===== src/rtl/led_lights_pkg.sv =====
// Shared types and constants for the LED/seven-segment display path.
// Holds the BCD converter state type and the special digit codes used by the display.
package led_lights_pkg;

    localparam int unsigned NUM_DIGITS = 4;
    localparam logic [3:0]  BCD_ERR    = 4'd10;
    localparam logic [3:0]  BCD_BLANK  = 4'd15;

    typedef enum logic [1:0] {
        IDLE,
        CONVERT,
        LOAD
    } bin2bcd_state_t;

    // Replace leading zero digits (thousands downward) with the blank code.
    // The ones digit is always kept so a zero value still shows a single '0'.
    function automatic logic [4*NUM_DIGITS-1:0] blank_leading(
        input logic [4*NUM_DIGITS-1:0] digits
    );
        logic [4*NUM_DIGITS-1:0] res;
        logic                    leading;
        res     = digits;
        leading = 1'b1;
        for (int i = NUM_DIGITS - 1; i > 0; i--) begin
            if (leading && (digits[i*4 +: 4] == 4'd0)) begin
                res[i*4 +: 4] = BCD_BLANK;
            end else begin
                leading = 1'b0;
            end
        end
        return res;
    endfunction

endpackage


===== src/rtl/bcd_add3_digit.sv =====
// Double-dabble correction for one BCD digit: add 3 when the digit is 5 or more,
// so the following left shift carries correctly into the next digit.
module bcd_add3_digit (
    input  logic [3:0] din,
    output logic [3:0] dout
);

    always_comb begin
        dout = din;
        if (din >= 4'd5) begin
            dout = din + 4'd3;
        end
    end

endmodule


===== src/rtl/bin2bcd_seg_feeder.sv =====
// Iterative binary-to-BCD converter feeding the 4-digit seven-segment driver, one bit per clock.
// Optional feature macro: BIN2BCD_LEADING_BLANK_EN (blank leading zero digits on load).
module bin2bcd_seg_feeder
    import led_lights_pkg::*;
#(
    parameter int unsigned IN_WIDTH  = 14,
    parameter int unsigned MAX_VALUE = 9999
) (
    input  logic                clk,
    input  logic                rst_n,
    input  logic                start,
    input  logic [IN_WIDTH-1:0] bin_in,
    output logic                busy,
    output logic                done,
    output logic                overflow,
    output logic                valid,
    output logic [3:0]          bcd_data_0,
    output logic [3:0]          bcd_data_1,
    output logic [3:0]          bcd_data_2,
    output logic [3:0]          bcd_data_3
);

    localparam int unsigned CNT_W = $clog2(IN_WIDTH + 1);
    localparam int unsigned SCR_W = 4 * NUM_DIGITS;

    bin2bcd_state_t      state_q, state_d;
    logic [CNT_W-1:0]    cnt_q, cnt_d;
    logic [IN_WIDTH-1:0] bin_q, bin_d;
    logic [SCR_W-1:0]    scr_q, scr_d;
    logic                ovf_q, ovf_d;
    logic [SCR_W-1:0]    digits_q, digits_d;
    logic                done_q, done_d;
    logic                overflow_q, overflow_d;
    logic                valid_q, valid_d;

    logic [SCR_W-1:0]    scr_adj;
    logic [SCR_W-1:0]    load_val;
    logic                in_range;
    logic                unused_scr_msb;

    assign in_range = (32'(bin_in) <= MAX_VALUE);

    for (genvar g = 0; g < NUM_DIGITS; g++) begin : g_add3
        bcd_add3_digit u_add3 (
            .din  (scr_q[g*4 +: 4]),
            .dout (scr_adj[g*4 +: 4])
        );
    end

    // The range check keeps the top digit below 8, so nothing is ever shifted out here.
    assign unused_scr_msb = scr_adj[SCR_W-1];

    always_comb begin
        load_val = scr_q;
        if (ovf_q) begin
            load_val = {NUM_DIGITS{BCD_ERR}};
        end else begin
`ifdef BIN2BCD_LEADING_BLANK_EN
            load_val = blank_leading(scr_q);
`else
            load_val = scr_q;
`endif
        end
    end

    always_comb begin
        state_d    = state_q;
        cnt_d      = cnt_q;
        bin_d      = bin_q;
        scr_d      = scr_q;
        ovf_d      = ovf_q;
        digits_d   = digits_q;
        done_d     = 1'b0;
        overflow_d = overflow_q;
        valid_d    = valid_q;

        unique case (state_q)
            IDLE: begin
                if (start) begin
                    bin_d = bin_in;
                    scr_d = '0;
                    cnt_d = CNT_W'(IN_WIDTH);
                    if (in_range) begin
                        ovf_d   = 1'b0;
                        state_d = CONVERT;
                    end else begin
                        ovf_d   = 1'b1;
                        state_d = LOAD;
                    end
                end
            end
            CONVERT: begin
                scr_d = {scr_adj[SCR_W-2:0], bin_q[IN_WIDTH-1]};
                bin_d = bin_q << 1;
                cnt_d = cnt_q - CNT_W'(1);
                if (cnt_q == CNT_W'(1)) begin
                    state_d = LOAD;
                end
            end
            LOAD: begin
                digits_d   = load_val;
                overflow_d = ovf_q;
                done_d     = 1'b1;
                valid_d    = 1'b1;
                state_d    = IDLE;
            end
            default: begin
                state_d = IDLE;
            end
        endcase
    end

    always_ff @(posedge clk or negedge rst_n) begin
        if (!rst_n) begin
            state_q    <= IDLE;
            cnt_q      <= '0;
            bin_q      <= '0;
            scr_q      <= '0;
            ovf_q      <= 1'b0;
            digits_q   <= '0;
            done_q     <= 1'b0;
            overflow_q <= 1'b0;
            valid_q    <= 1'b0;
        end else begin
            state_q    <= state_d;
            cnt_q      <= cnt_d;
            bin_q      <= bin_d;
            scr_q      <= scr_d;
            ovf_q      <= ovf_d;
            digits_q   <= digits_d;
            done_q     <= done_d;
            overflow_q <= overflow_d;
            valid_q    <= valid_d;
        end
    end

    assign busy       = (state_q != IDLE);
    assign done       = done_q;
    assign overflow   = overflow_q;
    assign valid      = valid_q;
    assign bcd_data_0 = digits_q[3:0];
    assign bcd_data_1 = digits_q[7:4];
    assign bcd_data_2 = digits_q[11:8];
    assign bcd_data_3 = digits_q[15:12];

endmodule


===== config.mk =====
export PLATFORM = sky130hd
export DESIGN_NAME = bin2bcd_seg_feeder
export DESIGN_NICKNAME = d
export VERILOG_FILES = /design/src/rtl/led_lights_pkg.sv /design/src/rtl/bcd_add3_digit.sv /design/src/rtl/bin2bcd_seg_feeder.sv
export SDC_FILE = /design/constraint.sdc
export NUM_CORES = 1
export LEC_CHECK = 0
export ABC_AREA = 1
export CAP_MARGIN = 5
export CORE_MARGIN = 3
export CORE_UTILIZATION = 45
export CTS_BUF_LIST = sky130_fd_sc_hd__clkbuf_2
export CTS_CLUSTER_DIAMETER = 60
export DETAILED_ROUTE_END_ITERATION = 16
export PLACE_DENSITY_LB_ADDON = 0.1
export RECOVER_POWER = 50
export SETUP_SLACK_MARGIN = 0.02
export SLEW_MARGIN = 40
export SYNTH_ARGS = -nofsm -noshare
export SYNTH_HDL_FRONTEND = slang
export SYNTH_SLANG_ARGS = --single-unit

===== constraint.sdc =====
create_clock -name clk -period 1.65 [get_ports clk]
set_clock_uncertainty 0.2 [all_clocks]
set_input_delay 0.4125 -clock clk [delete_from_list [all_inputs] [get_ports clk]]
set_output_delay 0.4125 -clock clk [all_outputs]
set_load 0.02 [all_outputs]

* Yosys cells after proc, flatten, opt, wreduce, memory -nomap -nowiden *
Index checks and enable logic that the tools add are counted.

operators by class
  mux-type cells = 17
  eq/ne operators = 5
  $add $sub $neg = 5
  $lt $le $gt $ge = 5
  reduce and logical (&&, ||, !) cells = 6

operator list
  cell                  count
  $mux 16               2
  $pmux 16 s2           1
  $pmux 14 s2           1
  $ge 4x3->1 const B    4
  $mux 4                4
  $le 14x14->1 const B  1
  $mux 14               1
  $add 4x2->4 const B   3
  $pmux 4 s2            1
  $mux 2                3
  $reduce_and 2->1      3
  $eq 4x1->1 const B    1
  $ne 2x2->1 const B    2
  $pmux 2 s2            1
  $reduce_bool 2->1     2
  $sub 4x1->4 const B   1
  $add 3x2->3 const B   1
  $mux 3                1
  $eq 2x1->1 const B    1
  $eq 2x2->1 const B    1
  $logic_not 2->1       1
  $mux 1                2

storage, ports and cells
  input port bits = 17
  flip-flop bits (word level) = 56
  logic and storage cells = 47
  output and inout port bits = 20

* Depth between registers and ports, before layout *
  word-level depth = 4
  gate-level depth with buffers = 8
  mapped depth without buffers = 8

* Hierarchy *
From an unflattened synthesis, not the netlist that was laid out.

second synthesis, totals
  cells, all modules = 343
  area, all modules = 2,875.3 sq um

by module, submodules not included
  module              sequential area each (sq um)  area an instance (sq um)  instances  cells each
  bin2bcd_seg_feeder  1,401.3                       2,334.7                   1          251
  bcd_add3_digit      0.0                           135.1                     4          23

* Worst setup path after synthesis *
OpenSTA, ideal clock, no wires.

  path kind = register to register
  from = register scr_q[4]
  to = register scr_q[5]
  data required time = 1,328 ps
  setup time = 122 ps
  data arrival time = 1,049 ps
  clock period less this slack = 1,370 ps
  slack = 280 ps
  stages on the path, launching flop included = 9
  buffers on the path = 0
  cells stage by stage = dfrtp_1 inv_1 ha_1 inv_1 nand2_1 nand3_1 nand2_1 nand2_1 o21ai_1

between the ends
  longest elaborated chain between the ends = 3
  elaborated cells between the ends (all ways) = 4
  classes of those cells = add/sub (1); order compare (1); mux (2)

RTL lines
  item                                              RTL line                                    source
  from (decl)                                       bin2bcd_seg_feeder.sv:29                    logic [SCR_W-1:0] scr_q, scr_d;
  from (signal assigned)                            bin2bcd_seg_feeder.sv:128                   scr_q <= scr_d;
  $add 4x2->4 / $ge 4x3->1 (equally long branches)  bcd_add3_digit.sv:11, bcd_add3_digit.sv:10
  $mux 4 (*)                                        bcd_add3_digit.sv:10                        if (din >= 4'd5) begin
  $pmux 16 s2 (*)                                   bin2bcd_seg_feeder.sv:77                    unique case (state_q)

Every way passes the cells marked *; elsewhere a longest branch is shown, timed or not.
A chain may end at the register's enable or synchronous reset.

* Worst setup path in the final report *
  from = register state_q[1]
  to = output port busy

between the ends
  longest elaborated chain between the ends = 1

RTL lines
  item                    RTL line                   source
  from (decl)             bin2bcd_seg_feeder.sv:26   bin2bcd_state_t state_q, state_d;
  from (signal assigned)  bin2bcd_seg_feeder.sv:125  state_q <= state_d;
  $reduce_bool 2->1       bin2bcd_seg_feeder.sv:137  assign busy = (state_q != IDLE);
  to (decl)               bin2bcd_seg_feeder.sv:13   output logic busy,

No other way between the ends.

==> metrics <==
starting density of the core=47.4%; Setup WS pre-CTS=-105 ps; Slew HR=48.8%; WL met3=230 um; PnR worst setup slack=-113 ps; share of cells above drive strength 1=20.5%; CTS tree=done; internal power=3.26 mW; Iter 0 DRT Violations=148; Req. time, crit path=1040 ps; adder-cell share of the synthesized area=4.71%; post-route cell area=3430 um^2; Tcrit/Tclk final=107%; vias per cell=4.96; area delta synth->final=29.0%; post-synth cell types=26; largest family of logic cells by synthesized area=simple AND/OR/NAND/NOR gates; fmax=0.567 GHz; vias in the first global route=2093; compound-gate portion of the synthesized area=14.4%; Die Area=6870 um^2; first-pass GRT wire length=9810 um; Comb pwr share=50.9%; # diodes=0; Slew @ Worst Pin=768 ps; RSZ-0062 raised after global routing=true; Worst Path Arrival=1150 ps; max-slew violations=0; Synth Area in Simple Gates=21.0%; synth warn=0; hpwl dp=3810 um; vias=2247; final setup violation count=11; Die Y=82.9 um; synthesized cell area=2660 um^2; H-tree level count=2; total CTS buffers=5; status=complete, but fails checks; register bit total from synthesis=56; worst hold slack=308 ps; Post-Syn Nets=342; antenna violations before repair=0; DRC Markers=0; top sig layer=met4; Mean Syn Cell Area=8.44 um^2; largest net degree at the start of global routing=57; routed len/inst=12.4 um; total power=5.58 mW; Seq/Total Area, Yosys=52.7%; Fin. Hold Viols=0; antenna-violating nets left=0; clk_lat worst skew=470 ps; max_cap viols=0; Fillers=525; clock root buffer=clkbuf_2; worst vdd ir=1.01 mV; clk sink count=56; Power Dens Cells=1630 nW/um^2; Max clock buf depth=2; R2R setup slack=30 ps; DIE WIDTH=82.9 um; Cells after Synth=315; nets@finish=407; Leakage=1.64 nW; slowest library cell on the worst path=dfrtp_1; PortBufs=36; Reg clk slew, reported paths=320 ps; Hold Path Class=reg2reg; Cell Rows=27; Core ar.=5610 um^2; Pre-antenna DRT Iters=4; Period minus WS final=1760 ps; wl on met1=2630 um; Total Wirelength=5620 um; CP Max Fanout=2; multiplexer share of the synthesized area=0%; share of power burned in registers=39.2%; Max stage delay on crit path=440 ps; gr usage total=17.1%; Placed Area=3210 um^2; crit path cell chain=nor2_1 > inv_1 > buf_6; type of origin of the critical path=register; Remaining Overflow, GRT=0; clock power share=10.0%; post-synthesis xor/xnor area fraction=0%; type of the worst setup path=reg2out; violated checks=negative setup slack; Crit. End Element=output port; Ports=37; gp weighted congestion=0.857; DR WL met2=2700 um; Psw=2.31 mW; Sw Ratio=41.5%
==> routing by layer <==
metal,up-vias,global-route usage [%]
li1,1141,-
met1,1055,23.3
met2,46,28.1
met3,5,3.37
met4,0,4.46
met5,-,0
==> path summary, 6_finish.rpt <==
kind,startpoint,endpoint,cells after the start
hold reg to reg,bin_q[11]$_DFFE_PN0P_,bin_q[12]$_DFFE_PN0P_,2
setup / recovery,state_q[1]$_DFFE_PN0P_,busy,3
setup reg to reg,state_q[1]$_DFFE_PN0P_,bin_q[5]$_DFFE_PN0P_,8
min in group asynchronous,rst_n,digits_q[8]$_DFFE_PN0P_,3
max in group asynchronous,rst_n,scr_q[0]$_DFFE_PN0P_,3
hold / removal,bin_q[11]$_DFFE_PN0P_,bin_q[12]$_DFFE_PN0P_,2
==> cells in the mapped netlist (all sizes together) <==
cell type	instances	area share, %
a21oi	22	4.1
a22o	1	0.33
a22oi	1	0.47
buf	7	2.0
clkbuf	2	0.33
dfrtp	56	53
ha	10	4.7
inv	34	4.8
nand2	80	12
nand3	11	2.1
nand4	3	0.71
nor2	38	6.1
nor3	1	0.19
o211ai	4	1.1
o21ai	43	8.1
o22ai	1	0.24
or2	1	0.24
==> cells by family after synthesis <==
| logic type | count (synthesis) |
|---|---|
| flops | 56 |
| compound gates | 72 |
| fa+ha+maj | 10 |
| simple gates | 134 |
| buf+inv | 43 |
==> final cells by class <==
type / count / area, um^2 / share of cell area, %
clock buffer: 5 / 25.0 / 0.729
inverter: 34 / 138 / 4.01
multi-input combinational: 216 / 1090 / 31.8
timing repair buffer: 67 / 657 / 19.1
sequential: 56 / 1410 / 41.0
clock inverter: 3 / 23.8 / 0.693
tap: 72 / 90.1 / 2.63
==> flip-flops by register name, indices dropped and copies added (netlist names) <==
register and cells:
done 1, scr_q 16, state_q 2, ovf_q 1, valid 1, overflow 1, digits_q 16, cnt_q 4
bin_q 14
==> through the flow <==
step                      TNS, ps  utilization (%)  instances
final                        -430             61.2        453
after global routing        -2590             61.2        453
after detailed placement    -1830             57.3        430
after floorplan                 0                -        315
after CTS                    -826             59.5        444
after global placement      -1410             57.3        430
==> power by group through the flow <==
stage | clock [mW] | combinational [mW] | sequential [mW]
after floorplan | 0 | 1.38 | 2.37
after global placement | 0 | 2.56 | 2.19
after detailed placement | 0 | 2.59 | 2.19
after CTS | 0.579 | 2.72 | 2.20
after global routing | 0.636 | 3.19 | 2.25
final | 0.556 | 2.84 | 2.18
==> worst max-delay path: cells and delay by family (launching register included) <==
| family | cells | cell delay (ps) |
|---|---|---|
| buffers and inverters | 2 | 170 |
| AND/OR/NAND/NOR | 1 | 100 |
| flip-flops | 1 | 440 |
==> timing repair <==
action	in CTS	in global routing
pin swaps	1	2
gates resized for setup	121	15
endpoints found under the hold margin	56	0
hold buffers	1	0
setup buffers	5	9
setup endpoints to repair	21	39
==> layout by cell type, fill, tap and decap left out, types with 2 or more instances in the layout <==
cell,instances
nor2_1,36
o21ai_1,11
o211ai_1,4
dfrtp_1,53
ha_1,10
buf_4,25
clkdlybuf4s50_1,15
inv_2,2
nand3_1,7
nand2_1,77
clkbuf_2,5
inv_4,2
a21oi_1,22
inv_1,29
o21ai_0,32
nand4_1,3
buf_6,21
dfrtp_2,3
buf_12,3
nand3_2,4
nand2_2,2
clkinvlp_4,2
Power figures use the tool's default switching activity.
==> patch: new RTL, config.mk and constraints unchanged <==
Set the parameter `MAX_VALUE` to 8192 (it was 9999).
--- a/src/rtl/bin2bcd_seg_feeder.sv
+++ b/src/rtl/bin2bcd_seg_feeder.sv
@@ -4,7 +4,7 @@
     import led_lights_pkg::*;
 #(
     parameter int unsigned IN_WIDTH  = 14,
-    parameter int unsigned MAX_VALUE = 9999
+    parameter int unsigned MAX_VALUE = 8192
 ) (
     input  logic                clk,
     input  logic                rst_n,
Formal check against the unedited RTL: not equivalent (a bounded check fails within 4 cycles, from zero or initial values and one cycle with rst_n low).
==> patch against the unedited design <==
The flow still finishes with violations (negative setup slack); critical path type unchanged; largest cell class unchanged; cell area is 6.8% higher; via count is 1.4% higher; setup slack better by 19 ps; synthesized area is 0.14% higher; sequential cell count stayed put; routed wire length is 4.3% higher; maximum frequency is 1.1% higher; total power is 32% higher; count of clock-buffer cells in the layout is 1 higher.
==> patch: results (changes against the unedited design) <==
outcome:
  status: "complete, but fails checks"  # unchanged
  violations: "negative setup slack"  # unchanged
yosys:
  synth_area_leaders: "dfrtp_1 53%, nand2_1 9.2%, o21ai_0 7.5%"  # was dfrtp_1 53%, nand2_1 11%, o21ai_0 6.4%
  synth-seq-area-share_pct: 52.6  # was 52.7%
  synthCells: 305  # was 315
worst_hold_path:
  hp-start: "valid"  # was bin_q[11]
  hold_path_depth: 1  # was 2
timing:
  fin_hold_ws_ps: 328  # was 308 ps
  setup_ws_ps: -94.5  # was -113 ps
  final-setup-viol-count: 1  # was 11
  tightest_slew_ps: 756  # was 768 ps
place:
  dp_hpwl_um: 3840  # was 3810 um
  dpl_cell_area_um2: 3290  # was 3210 um2
  gp_congestion: 0.795  # was 0.857
detailed_routing:
  wl_met3_um: 231  # was 230 um
  avgViaCountPerCell: 4.94  # was 4.96
  wl_met1_um: 2680  # was 2630 um
  wl_per_cell_um: 12.7  # was 12.4 um
clock_tree:
  post_cts_buffers: 11  # was 5
  cts.clk_slew.worst_paths_ps: 280  # was 320 ps
  ctsResizeCount: 140  # was 121
global_route:
  grt_pass1_wl_um: 9350  # was 9810 um
worst_setup_path:
  rr_endpoint: "scr_q[12]"  # was bin_q[5]
pwr:
  leakage_nw: 1.80  # was 1.64 nW
layout:
  fin_nets: 415  # was 407
==> patch: cell count changes after synthesis, moves of 4 or more <==
cell	change
nor2_1	-14
inv_1	+12
nand2_1	-12
a21oi_1	-10
o211ai_1	+9
o21ai_0	+6
o21ai_1	-6
buf_2	+5
o22ai_1	+5
buf_4	-4
==> patch: area by class of cell <==
class                           instances  area [um2]
Multi-Input combinational cell        195        1120
Timing Repair Buffer                   85         826
Clock buffer                            6        30.0
Sequential cell                        56        1400
Fill cell                             490        1940
Clock inverter                          2        11.3
Inverter                               45         184
Tap cell                               72        90.1
==> patch: cells by family after synthesis <==
kind of cell    after synthesis  share of synthesized area [%]
flops                        56                           52.6
buf+inv                      54                           8.41
fa+ha+maj                    10                           4.70
compound gates               76                           16.4
xor+xnor                      4                           1.32
simple gates                105                           16.6
==> patch: worst max-delay path: stages (launching register included) <==
cell,delay [ps]
dfrtp_1,460
inv_2,70
nand2_2,50
buf_6,120
==> patch: per-layer routing <==
metal / GRT usage, % / up-vias
li1: - / 1154
met1: 22.2 / 1074
met2: 26.5 / 44
met3: 3.87 / 7
met4: 4.16 / 0
met5: 0 / -
==> patch: power by group <==
| group | internal (mW) | switching [mW] |
|---|---|---|
| Combinational | 2.10 | 2.33 |
| Sequential | 2.01 | 0.388 |
| Clock | 0.106 | 0.416 |
==> patch: stage by stage <==
stage	setup TNS, ps	setup slack (ps)	power, mW
6_report	-94.5	-94.5	7.36
5_1_grt	-1150	-163	8.00
4_1_cts	-255	-138	6.81
3_5_place_dp	-3200	-185	5.93
3_3_place_gp	-2690	-159	5.84
2_1_floorplan	0	272	4.63
